$ cat config.mk
export PLATFORM = sky130hd
export DESIGN_NAME = imem_loader
export DESIGN_NICKNAME = d
export VERILOG_FILES = /design/src/rtl/imem_loader_pkg.sv /design/src/rtl/imem_loader_byte_word_assembler.sv /design/src/rtl/imem_loader.sv
export SDC_FILE = /design/constraint.sdc
export NUM_CORES = 1
export LEC_CHECK = 0
export ABC_AREA = 0
export BUFFER_PORTS_ARGS = -buffer_cell sky130_fd_sc_hd__buf_2
export CAP_MARGIN = 20
export CORE_UTILIZATION = 30
export DETAILED_ROUTE_END_ITERATION = 12
export SETUP_SLACK_MARGIN = 0.02
export SLEW_MARGIN = 20
export SYNTH_ARGS = -nofsm -noshare
export SYNTH_HDL_FRONTEND = slang
export SYNTH_HIERARCHICAL = 1
export SYNTH_SLANG_ARGS = --single-unit
$ cat constraint.sdc
create_clock -name clk -period 2.9 [get_ports clk]
set_input_delay 0.29 -clock clk [delete_from_list [all_inputs] [get_ports clk]]
set_output_delay 0.29 -clock clk [all_outputs]
set_load 0.1 [all_outputs]
$ cat src/rtl/imem_loader_pkg.sv
// ============================================================================
// Module : imem_loader_pkg
// Brief  : Shared state encodings and framing constants for the imem loader.
// Rev    : 1.0
// ============================================================================
`default_nettype none

package imem_loader_pkg;

    typedef enum logic [2:0] {
        LEN0 = 3'd0,
        LEN1 = 3'd1,
        DATA = 3'd2,
        DONE = 3'd3,
        CHK  = 3'd4
    } state_t;

    localparam int LEN_BYTES      = 2;
    localparam int BYTES_PER_WORD = 4;
    localparam int BYTE_CNT_W     = $clog2(BYTES_PER_WORD);

endpackage

`default_nettype wire

$ cat src/rtl/imem_loader_byte_word_assembler.sv
// ============================================================================
// Module : byte_word_assembler
// Brief  : Little-endian byte-to-word shifter with byte counter and a
//          registered one-cycle word_done pulse.
// Rev    : 1.0
// ============================================================================
`default_nettype none

module byte_word_assembler
    import imem_loader_pkg::*;
#(
    parameter int DATA_W = 32
) (
    input  logic                  clk,
    input  logic                  rst,
    input  logic                  i_valid,
    input  logic [7:0]            i_byte,
    output logic [BYTE_CNT_W-1:0] o_byte_cnt,
    output logic [DATA_W-1:0]     o_word,
    output logic                  o_word_done
);

    logic [DATA_W-1:0]     r_shift;
    logic [DATA_W-1:0]     r_word;
    logic [BYTE_CNT_W-1:0] r_cnt;
    logic                  r_word_done;
    logic [DATA_W-1:0]     w_shift_next;

    // New bytes enter at the top so the first byte ends up in [7:0].
    assign w_shift_next = {i_byte, r_shift[DATA_W-1:8]};

    always_ff @(posedge clk) begin
        if (rst) begin
            r_shift     <= '0;
            r_word      <= '0;
            r_cnt       <= '0;
            r_word_done <= 1'b0;
        end else begin
            r_word_done <= 1'b0;
            if (i_valid) begin
                r_shift <= w_shift_next;
                r_cnt   <= r_cnt + 1'b1;
                if (r_cnt == BYTE_CNT_W'(BYTES_PER_WORD - 1)) begin
                    r_word      <= w_shift_next;
                    r_word_done <= 1'b1;
                end
            end
        end
    end

    assign o_byte_cnt  = r_cnt;
    assign o_word      = r_word;
    assign o_word_done = r_word_done;

endmodule

`default_nettype wire

$ cat src/rtl/imem_loader.sv
// ============================================================================
// Module : imem_loader
// Brief  : Byte-serial instruction memory loader; releases core_run once the
//          framed program is written. Optional IMEM_LOADER_CHECKSUM_EN adds a
//          trailing XOR checksum byte.
// Rev    : 1.0
// ============================================================================
`default_nettype none

module imem_loader
    import imem_loader_pkg::*;
#(
    parameter int ADDR_W = 8,
    parameter int DATA_W = 32
) (
    input  logic              clk,
    input  logic              reset,
    input  logic              in_valid,
    input  logic [7:0]        in_data,
    output logic              in_ready,
    output logic              imem_we,
    output logic [ADDR_W-1:0] imem_waddr,
    output logic [DATA_W-1:0] imem_wdata,
    output logic              core_run,
    output logic              err
);

    localparam logic [31:0] DEPTH = 32'd1 << ADDR_W;

    state_t                r_state;
    state_t                w_next_state;
    logic                  r_in_ready;
    logic                  r_core_run;
    logic                  r_err;
    logic [15:0]           r_len;
    logic [ADDR_W-1:0]     r_word_idx;
    logic [ADDR_W-1:0]     r_waddr;
    logic                  w_xfer;
    logic                  w_set_err;
    logic                  w_last_byte;
    logic                  w_last_word;
    logic [15:0]           w_len_full;
    logic [BYTE_CNT_W-1:0] w_byte_cnt;
    logic [DATA_W-1:0]     w_word;
    logic                  w_word_done;

    assign w_xfer      = in_valid && r_in_ready;
    assign w_len_full  = {in_data, r_len[7:0]};
    assign w_last_byte = w_xfer && (r_state == DATA) &&
                         (w_byte_cnt == BYTE_CNT_W'(BYTES_PER_WORD - 1));
    assign w_last_word = (32'(r_word_idx) + 32'd1) == 32'(r_len);

    byte_word_assembler #(
        .DATA_W (DATA_W)
    ) u_asm (
        .clk         (clk),
        .rst         (reset),
        .i_valid     (w_xfer && (r_state == DATA)),
        .i_byte      (in_data),
        .o_byte_cnt  (w_byte_cnt),
        .o_word      (w_word),
        .o_word_done (w_word_done)
    );

`ifdef IMEM_LOADER_CHECKSUM_EN
    logic [7:0] r_csum;

    always_ff @(posedge clk) begin
        if (reset) begin
            r_csum <= '0;
        end else if (w_xfer && (r_state == DATA)) begin
            r_csum <= r_csum ^ in_data;
        end
    end
`endif

    always_comb begin
        w_next_state = r_state;
        w_set_err    = 1'b0;
        case (r_state)
            LEN0: begin
                if (w_xfer) w_next_state = LEN1;
            end
            LEN1: begin
                if (w_xfer) begin
                    if (w_len_full == 16'd0) begin
`ifdef IMEM_LOADER_CHECKSUM_EN
                        w_next_state = CHK;
`else
                        w_next_state = DONE;
`endif
                    end else if (32'(w_len_full) > DEPTH) begin
                        // Oversized program: refuse it outright, nothing is written.
                        w_set_err    = 1'b1;
                        w_next_state = DONE;
                    end else begin
                        w_next_state = DATA;
                    end
                end
            end
            DATA: begin
                if (w_last_byte && w_last_word) begin
`ifdef IMEM_LOADER_CHECKSUM_EN
                    w_next_state = CHK;
`else
                    w_next_state = DONE;
`endif
                end
            end
`ifdef IMEM_LOADER_CHECKSUM_EN
            CHK: begin
                if (w_xfer) begin
                    w_next_state = DONE;
                    w_set_err    = (in_data != r_csum);
                end
            end
`endif
            DONE: begin
                w_next_state = DONE;
            end
            default: begin
                w_next_state = LEN0;
            end
        endcase
    end

    always_ff @(posedge clk) begin
        if (reset) begin
            r_state    <= LEN0;
            r_in_ready <= 1'b0;
            r_core_run <= 1'b0;
            r_err      <= 1'b0;
            r_len      <= '0;
            r_word_idx <= '0;
            r_waddr    <= '0;
        end else begin
            r_state    <= w_next_state;
            // Registered from the next state so ready drops with the final accepted byte.
            r_in_ready <= (w_next_state != DONE);
            r_core_run <= (r_state == DONE) && !r_err;
            if (w_set_err) r_err <= 1'b1;
            if (w_xfer && (r_state == LEN0)) r_len[7:0]  <= in_data;
            if (w_xfer && (r_state == LEN1)) r_len[15:8] <= in_data;
            if (w_last_byte) begin
                r_waddr <= r_word_idx;
                if (!w_last_word) r_word_idx <= r_word_idx + 1'b1;
            end
        end
    end

    assign in_ready   = r_in_ready;
    assign imem_we    = w_word_done;
    assign imem_waddr = r_waddr;
    assign imem_wdata = w_word;
    assign core_run   = r_core_run;
    assign err        = r_err;

endmodule

`default_nettype wire

==> flow_summary.toml, run 1 <==
[pwr]
power.static_leakage_nw = 1.82
powerDensity_mw_per_mm2 = 531
fin_total_pwr_mw = 2.56
peakVddDrop_v = 0.000378

[setup_path]
crit_path_dat_ps = 2840
startpoint_type = "flop"
worst-path-max-fanout = 17
worst-endpoint-required_ps = 3160
timing_worst_setup_path_type = "flop to flop"
critical_path.endpoint_type = "flop"

[global_routing]
grt_remaining_overflow = 0
grt_start_max_net_pins = 97
track_usage_pct = 12.8
wire_length_of_the_first_global_routing_pass_mm = 14.8
grt_antenna_before_repair = 0
first_global_vias = 3017

[synthesis]
ys_dominant_reg_cell = "sky130_fd_sc_hd__dfxtp_1"
synth_area_per_cell_um2 = 9.82
synth_enable_flop_cells = 0
mappedNetlistNets = 447
synthesis.yosys.warnings = 6
synthDistinctLibCells = 48
part_of_the_yosys_area_used_for_sequential_elements_pct = 45.6
post_synth_inst_count = 434
ys_async_sr_fraction_pct = 0
synth.cell_area_mm2 = 0.00426
synth_seq_cells = 97

[timing]
final_min_period_over_clock_period_pct = 88.9
period_needed_ps = 2580
worst-slew-pin-transition_ps = 1060
fin_hold_ws_ps = 277
report.final.slew_viol_count = 0
fin_ws_ps = 321
final-hold-violation-count = 0
rsz0062_at_grt = "no"
finalSetupViolCount = 0
timing.max_slew.rel_slack_pct = 29.2
clock.fmax_mhz = 388
totalNegativeSetupSlack_ps = 0
fin_worst_skew_ps = 6.54

[route]
final_routed_drc_violation_total = 0
drt.antenna.violating_nets = 0
finalWirelength_mm = 8.86
detailroute.via_count = 3148
routed_via_density = 4.81
detailedRoute.firstIterationViolations = 169
drt-wirelength-per-cell_um = 13.5
drt_pre_antenna_iters = 4

[die]
top_level_ports = 55
die_x_um = 121
rows = 43
fp.dieH_um = 121
start_util_pct = 30.7
placeableCoreArea_mm2 = 0.0139
area_of_the_die_mm2 = 0.0147

[run]
timing.max_cap.violations = 0

[cts]
cts_buffer_depth = 2
cts_root_buffer = "sky130_fd_sc_hd__clkbuf_16"
cts_sinks = 97
post_cts_buffers = 0
tritoncts = "built"
ctsResizeCount = 0
htreeDepth = 3
cts_buffers = 9
ctsHoldBuffers = 0
insertion_delay_ps = 350
clk_pin_slew_worst_paths_ps = 70

[layout]
mostFrequentLayoutCells = "sky130_fd_sc_hd__dfxtp_1, sky130_fd_sc_hd__buf_2, sky130_fd_sc_hd__nor2_1"
mostFrequentLayoutCell = "sky130_fd_sc_hd__dfxtp_1"
n_antenna_cell = 0
finish.utilization_pct = 34.8
areaGrowthSynthToFinish_pct = 13.4
num-nets-final = 482
final_layout_fill_cell_count = 1452
drive_above_1_share_pct = 23.4

[placed_design]
half_perimeter_wire_length_of_the_detailed_placement_result_mm = 5.85
pre_cts_slack_ps = 362
gp_congestion = 0.786
placement.io_buffers = 54

[outcome]
run_status = "finished, final reports clean"

[worst_hold_path]
worstHoldPathType = "input pin to flop"
[power breakdown]
group | internal (mW) | switching (mW)
Clock | 0.599 | 0.538
Sequential | 1.34 | 0.00622
Combinational | 0.0252 | 0.0592
[cell type report]
cell class / instances / area [um^2] / share of cell area [%]
clock buffers: 9 / 225 / 4.66
clock inverters: 7 / 62.6 / 1.29
inverters: 3 / 11.3 / 0.233
multi-input cells: 298 / 2050 / 42.4
flip-flops and latches: 97 / 1940 / 40.2
well taps: 180 / 225 / 4.66
repair buffers: 60 / 318 / 6.58
[synthesized netlist by cell type (2+ instances only)]
cell,n,area share [%]
sky130_fd_sc_hd__buf_6,12,3.2
sky130_fd_sc_hd__xnor2_1,9,1.8
sky130_fd_sc_hd__nand3b_1,3,0.53
sky130_fd_sc_hd__inv_1,3,0.26
sky130_fd_sc_hd__nand2_1,24,2.1
sky130_fd_sc_hd__a21bo_1,31,7.3
sky130_fd_sc_hd__clkbuf_8,2,0.65
sky130_fd_sc_hd__nor2_1,47,4.1
sky130_fd_sc_hd__o21bai_1,2,0.35
sky130_fd_sc_hd__and3_1,2,0.29
sky130_fd_sc_hd__ha_1,2,0.59
sky130_fd_sc_hd__dfxtp_1,97,46
sky130_fd_sc_hd__a21oi_2,17,3.5
sky130_fd_sc_hd__clkbuf_1,5,0.44
sky130_fd_sc_hd__mux2i_1,41,9.6
sky130_fd_sc_hd__buf_1,2,0.18
sky130_fd_sc_hd__or4_2,6,1.2
sky130_fd_sc_hd__buf_2,13,1.5
sky130_fd_sc_hd__nand3_1,39,4.6
sky130_fd_sc_hd__buf_4,2,0.35
sky130_fd_sc_hd__nor3_1,2,0.23
sky130_fd_sc_hd__xor2_1,2,0.41
sky130_fd_sc_hd__a21oi_1,36,4.2
sky130_fd_sc_hd__nor4_1,4,0.59
sky130_fd_sc_hd__o31ai_1,6,1.1
sky130_fd_sc_hd__o21ai_0,3,0.35
[cell families (layout without fill, tap and decap cells)]
kind of cell,Yosys count,after routing,share of synthesized area [%]
and+or+nand+nor,140,140,16.4
AOI/OAI and AO/OA,103,103,18.9
DFF,97,97,45.6
muxes,41,41,9.63
buffers and inverters,39,79,6.57
xor gates and xnor gates,11,11,2.26
adders and majority gates,2,2,0.587
other,1,1,0.0880
[worst max-delay path: stages, from the launching register on]
cell and delay [ps]:
sky130_fd_sc_hd__dfxtp_1 450, sky130_fd_sc_hd__ha_1 310, sky130_fd_sc_hd__nand4_1 230, sky130_fd_sc_hd__or3_1 400, sky130_fd_sc_hd__nand3_1 140, sky130_fd_sc_hd__a2111oi_4 50
sky130_fd_sc_hd__buf_4 200, sky130_fd_sc_hd__or4_2 540, sky130_fd_sc_hd__a21oi_1 170
[final timing paths]
check,start,endpoint,slack (ps),depth (start not counted)
min,in_data[5],u_asm/o_word[29]$_SDFFE_PP0P_,280,3
max,r_word_idx[0]$_SDFFE_PP0P_,r_word_idx[3]$_SDFFE_PP0P_,320,8
max reg2reg,r_word_idx[0]$_SDFFE_PP0P_,r_word_idx[3]$_SDFFE_PP0P_,320,8
min reg2reg,imem_waddr[4]$_SDFFE_PP0P_,imem_waddr[4]$_SDFFE_PP0P_,450,2
[state kept, by name (all words and copies together), names as in the netlist]
name	count
r_state	3
r_len	16
imem_waddr	8
u_asm/o_word	32
u_asm/o_word_done	1
r_word_idx	8
core_run	1
in_ready	1
err	1
u_asm/r_shift	24
u_asm/o_byte_cnt	2
[metal layers]
metal	vias up	share of wire, %	track usage [%]
li1	1601	-	-
met3	12	5.6	4.56
met2	65	47	20.4
met1	1470	46	16.2
met5	-	0	0
met4	0	1.2	3.40
[through the flow]
| step | cells | area (um^2) |
|---|---|---|
| CTS | 654 | 4830 |
| global placement | 638 | 4540 |
| floorplan | 434 | 4260 |
| detailed placement | 638 | 4540 |
| finish | 654 | 4830 |
| global route | 654 | 4830 |
Power figures use the tool's default switching activity.
==> run 2, diff against run 1 <==
--- a/config.mk
+++ b/config.mk
@@ -10,6 +10,7 @@
 export CAP_MARGIN = 20
 export CORE_UTILIZATION = 30
 export DETAILED_ROUTE_END_ITERATION = 12
+export REMOVE_ABC_BUFFERS = 1
 export SETUP_SLACK_MARGIN = 0.02
 export SLEW_MARGIN = 20
 export SYNTH_ARGS = -nofsm -noshare
==> run 2 against run 1 <==
Net effect:
- sequential cell count is the same
- total power grew 5.4%
- register-to-register slack is essentially flat
==> flow_summary.toml, run 2 (synthesized netlist as in run 1, its figures left out) <==
[worst_hold_path]
worstHoldPathType = "input pin to flop"

[setup_path]
critical_path.cell_chain = "ha_1 > nand4_1 > or3_1 > nand3_1 > a2111oi_4 > buf_4 > or4_2 > a21oi_1"
worst-endpoint-required_ps = 3160
reg2reg_from = "r_word_idx[0]$_SDFFE_PP0P_"
startpoint = "r_word_idx[0]$_SDFFE_PP0P_"
crit_path_dat_ps = 2830
worst_path_max_delay_cell = "sky130_fd_sc_hd__or4_2"
r2r.worst_path.cells = 8
critical_path.endpoint_type = "flop"
worst_path_largest_cell_delay_ps = 540
worst-path-max-fanout = 17
reg2reg_slack_ps = 330
critical_path_depth = 8
critical_path.top_delay_family = "simple AND/OR/NAND/NOR gates"
timing.critical_path.to = "r_word_idx[2]$_SDFFE_PP0P_"
timing_worst_setup_path_type = "flop to flop"
crit-reg2reg-capture = "r_word_idx[2]$_SDFFE_PP0P_"
worst-path-buf-inv = 1
startpoint_type = "flop"

[global_routing]
first_global_vias = 2997
grt_start_max_net_pins = 57
grt_antenna_before_repair = 0
grt_remaining_overflow = 0
track_usage_pct = 12.7
wire_length_of_the_first_global_routing_pass_mm = 14.7

[die]
die_x_um = 121
placeableCoreArea_mm2 = 0.0139
fp.dieH_um = 121
start_util_pct = 30.7
top_level_ports = 55
rows = 43
area_of_the_die_mm2 = 0.0147

[cts]
insertion_delay_ps = 340
cts_buffers = 9
cts_buffer_depth = 2
ctsHoldBuffers = 0
cts_sinks = 97
tritoncts = "built"
ctsResizeCount = 0
cts_root_buffer = "sky130_fd_sc_hd__clkbuf_16"
post_cts_buffers = 0
htreeDepth = 3
clk_pin_slew_worst_paths_ps = 60

[placed_design]
gp_congestion = 0.782
pre_cts_slack_ps = 366
placement.io_buffers = 54
half_perimeter_wire_length_of_the_detailed_placement_result_mm = 5.64

[timing]
report.final.slew_viol_count = 0
worst-slew-pin-transition_ps = 665
clock.fmax_mhz = 390
period_needed_ps = 2570
final-hold-violation-count = 0
fin_ws_ps = 333
timing.max_slew.rel_slack_pct = 55.5
fin_worst_skew_ps = 6.62
rsz0062_at_grt = "no"
finalSetupViolCount = 0
final_min_period_over_clock_period_pct = 88.5

[layout]
mostFrequentLayoutCells = "sky130_fd_sc_hd__dfxtp_1, sky130_fd_sc_hd__buf_2, sky130_fd_sc_hd__nor2_1"
areaGrowthSynthToFinish_pct = 14.6
final_layout_fill_cell_count = 1451
n_antenna_cell = 0
mostFrequentLayoutCell = "sky130_fd_sc_hd__dfxtp_1"
drive_above_1_share_pct = 23.6
max_reg_flops = 32
num-nets-final = 485

[pwr]
power.static_leakage_nw = 1.85
peakVddDrop_v = 0.000231
powerDensity_mw_per_mm2 = 553
fin_total_pwr_mw = 2.70

[route]
finalWirelength_mm = 8.58
drt-wirelength-per-cell_um = 13.1
detailedRoute.firstIterationViolations = 146
detailroute.via_count = 3138
routed_via_density = 4.79
drt.antenna.violating_nets = 0
final_routed_drc_violation_total = 0
drt_pre_antenna_iters = 4

[run]
timing.max_cap.violations = 0

[outcome]
run_status = "finished, final reports clean"
-- run 2: per-layer routing --
metal / share of wire, % / vias to the layer above / wire length [um] / GRT usage, %
met2: 45 / 49 / 3830 / 20.0
met5: 0 / - / 0 / 0
li1: - / 1600 / - / -
met1: 50 / 1477 / 4290 / 16.7
met3: 3.9 / 12 / 333 / 3.57
met4: 1.4 / 0 / 123 / 4.17
-- run 2: power by group --
group / switching, mW / leakage (nW) / internal, mW / total (mW)
combinational: 0.0584 / 0.912 / 0.0270 / 0.0854
clock: 0.481 / 0.157 / 0.792 / 1.27
sequential: 0.00672 / 0.782 / 1.34 / 1.34
-- run 2: area by class of cell --
type                    count  area (um^2)  share of cell area [%]
inverters                   3         11.3                   0.231
well taps                 180          225                    4.61
clock inverters             3         65.1                    1.33
clock buffers              11          253                    5.17
repair buffers             63          340                    6.97
flip-flops and latches     97         1940                    39.8
multi-input cells         298         2050                    41.9
-- run 2: worst min path at each step --
stage                                start                            end  slack (ps)  cells past startpoint
after floorplan                      reset  u_asm/o_word[14]$_SDFFE_PP0P_         350                      1
after global placement    err$_SDFFE_PP0P_            core_run$_SDFF_PP0_         430                      1
after detailed placement  err$_SDFFE_PP0P_            core_run$_SDFF_PP0_         440                      1
after CTS                       in_data[7]  u_asm/o_word[31]$_SDFFE_PP0P_         270                      3
after global routing            in_data[0]  u_asm/o_word[24]$_SDFFE_PP0P_         270                      3
final                           in_data[7]  u_asm/o_word[31]$_SDFFE_PP0P_         280                      3
-- run 2: through the flow --
| step | area (um^2) | util (%) | hold WS, ps | setup TNS [ps] | std cells |
|---|---|---|---|---|---|
| after global routing | 4880 | 35.2 | 273 | 0 | 655 |
| after global placement | 4570 | 32.9 | 434 | 0 | 641 |
| after CTS | 4880 | 35.2 | 265 | 0 | 655 |
| after detailed placement | 4570 | 32.9 | 442 | 0 | 641 |
| after floorplan | 3990 | - | 352 | -397100 | 398 |
| final | 4880 | 35.2 | 276 | 0 | 655 |
-- run 2: worst reg2reg max path, cell delays in order (launching register included) --
cell                        delay, ps
sky130_fd_sc_hd__dfxtp_1          450
sky130_fd_sc_hd__ha_1             310
sky130_fd_sc_hd__nand4_1          230
sky130_fd_sc_hd__or3_1            410
sky130_fd_sc_hd__nand3_1          160
sky130_fd_sc_hd__a2111oi_4         50
sky130_fd_sc_hd__buf_4            200
sky130_fd_sc_hd__or4_2            540
sky130_fd_sc_hd__a21oi_1          160
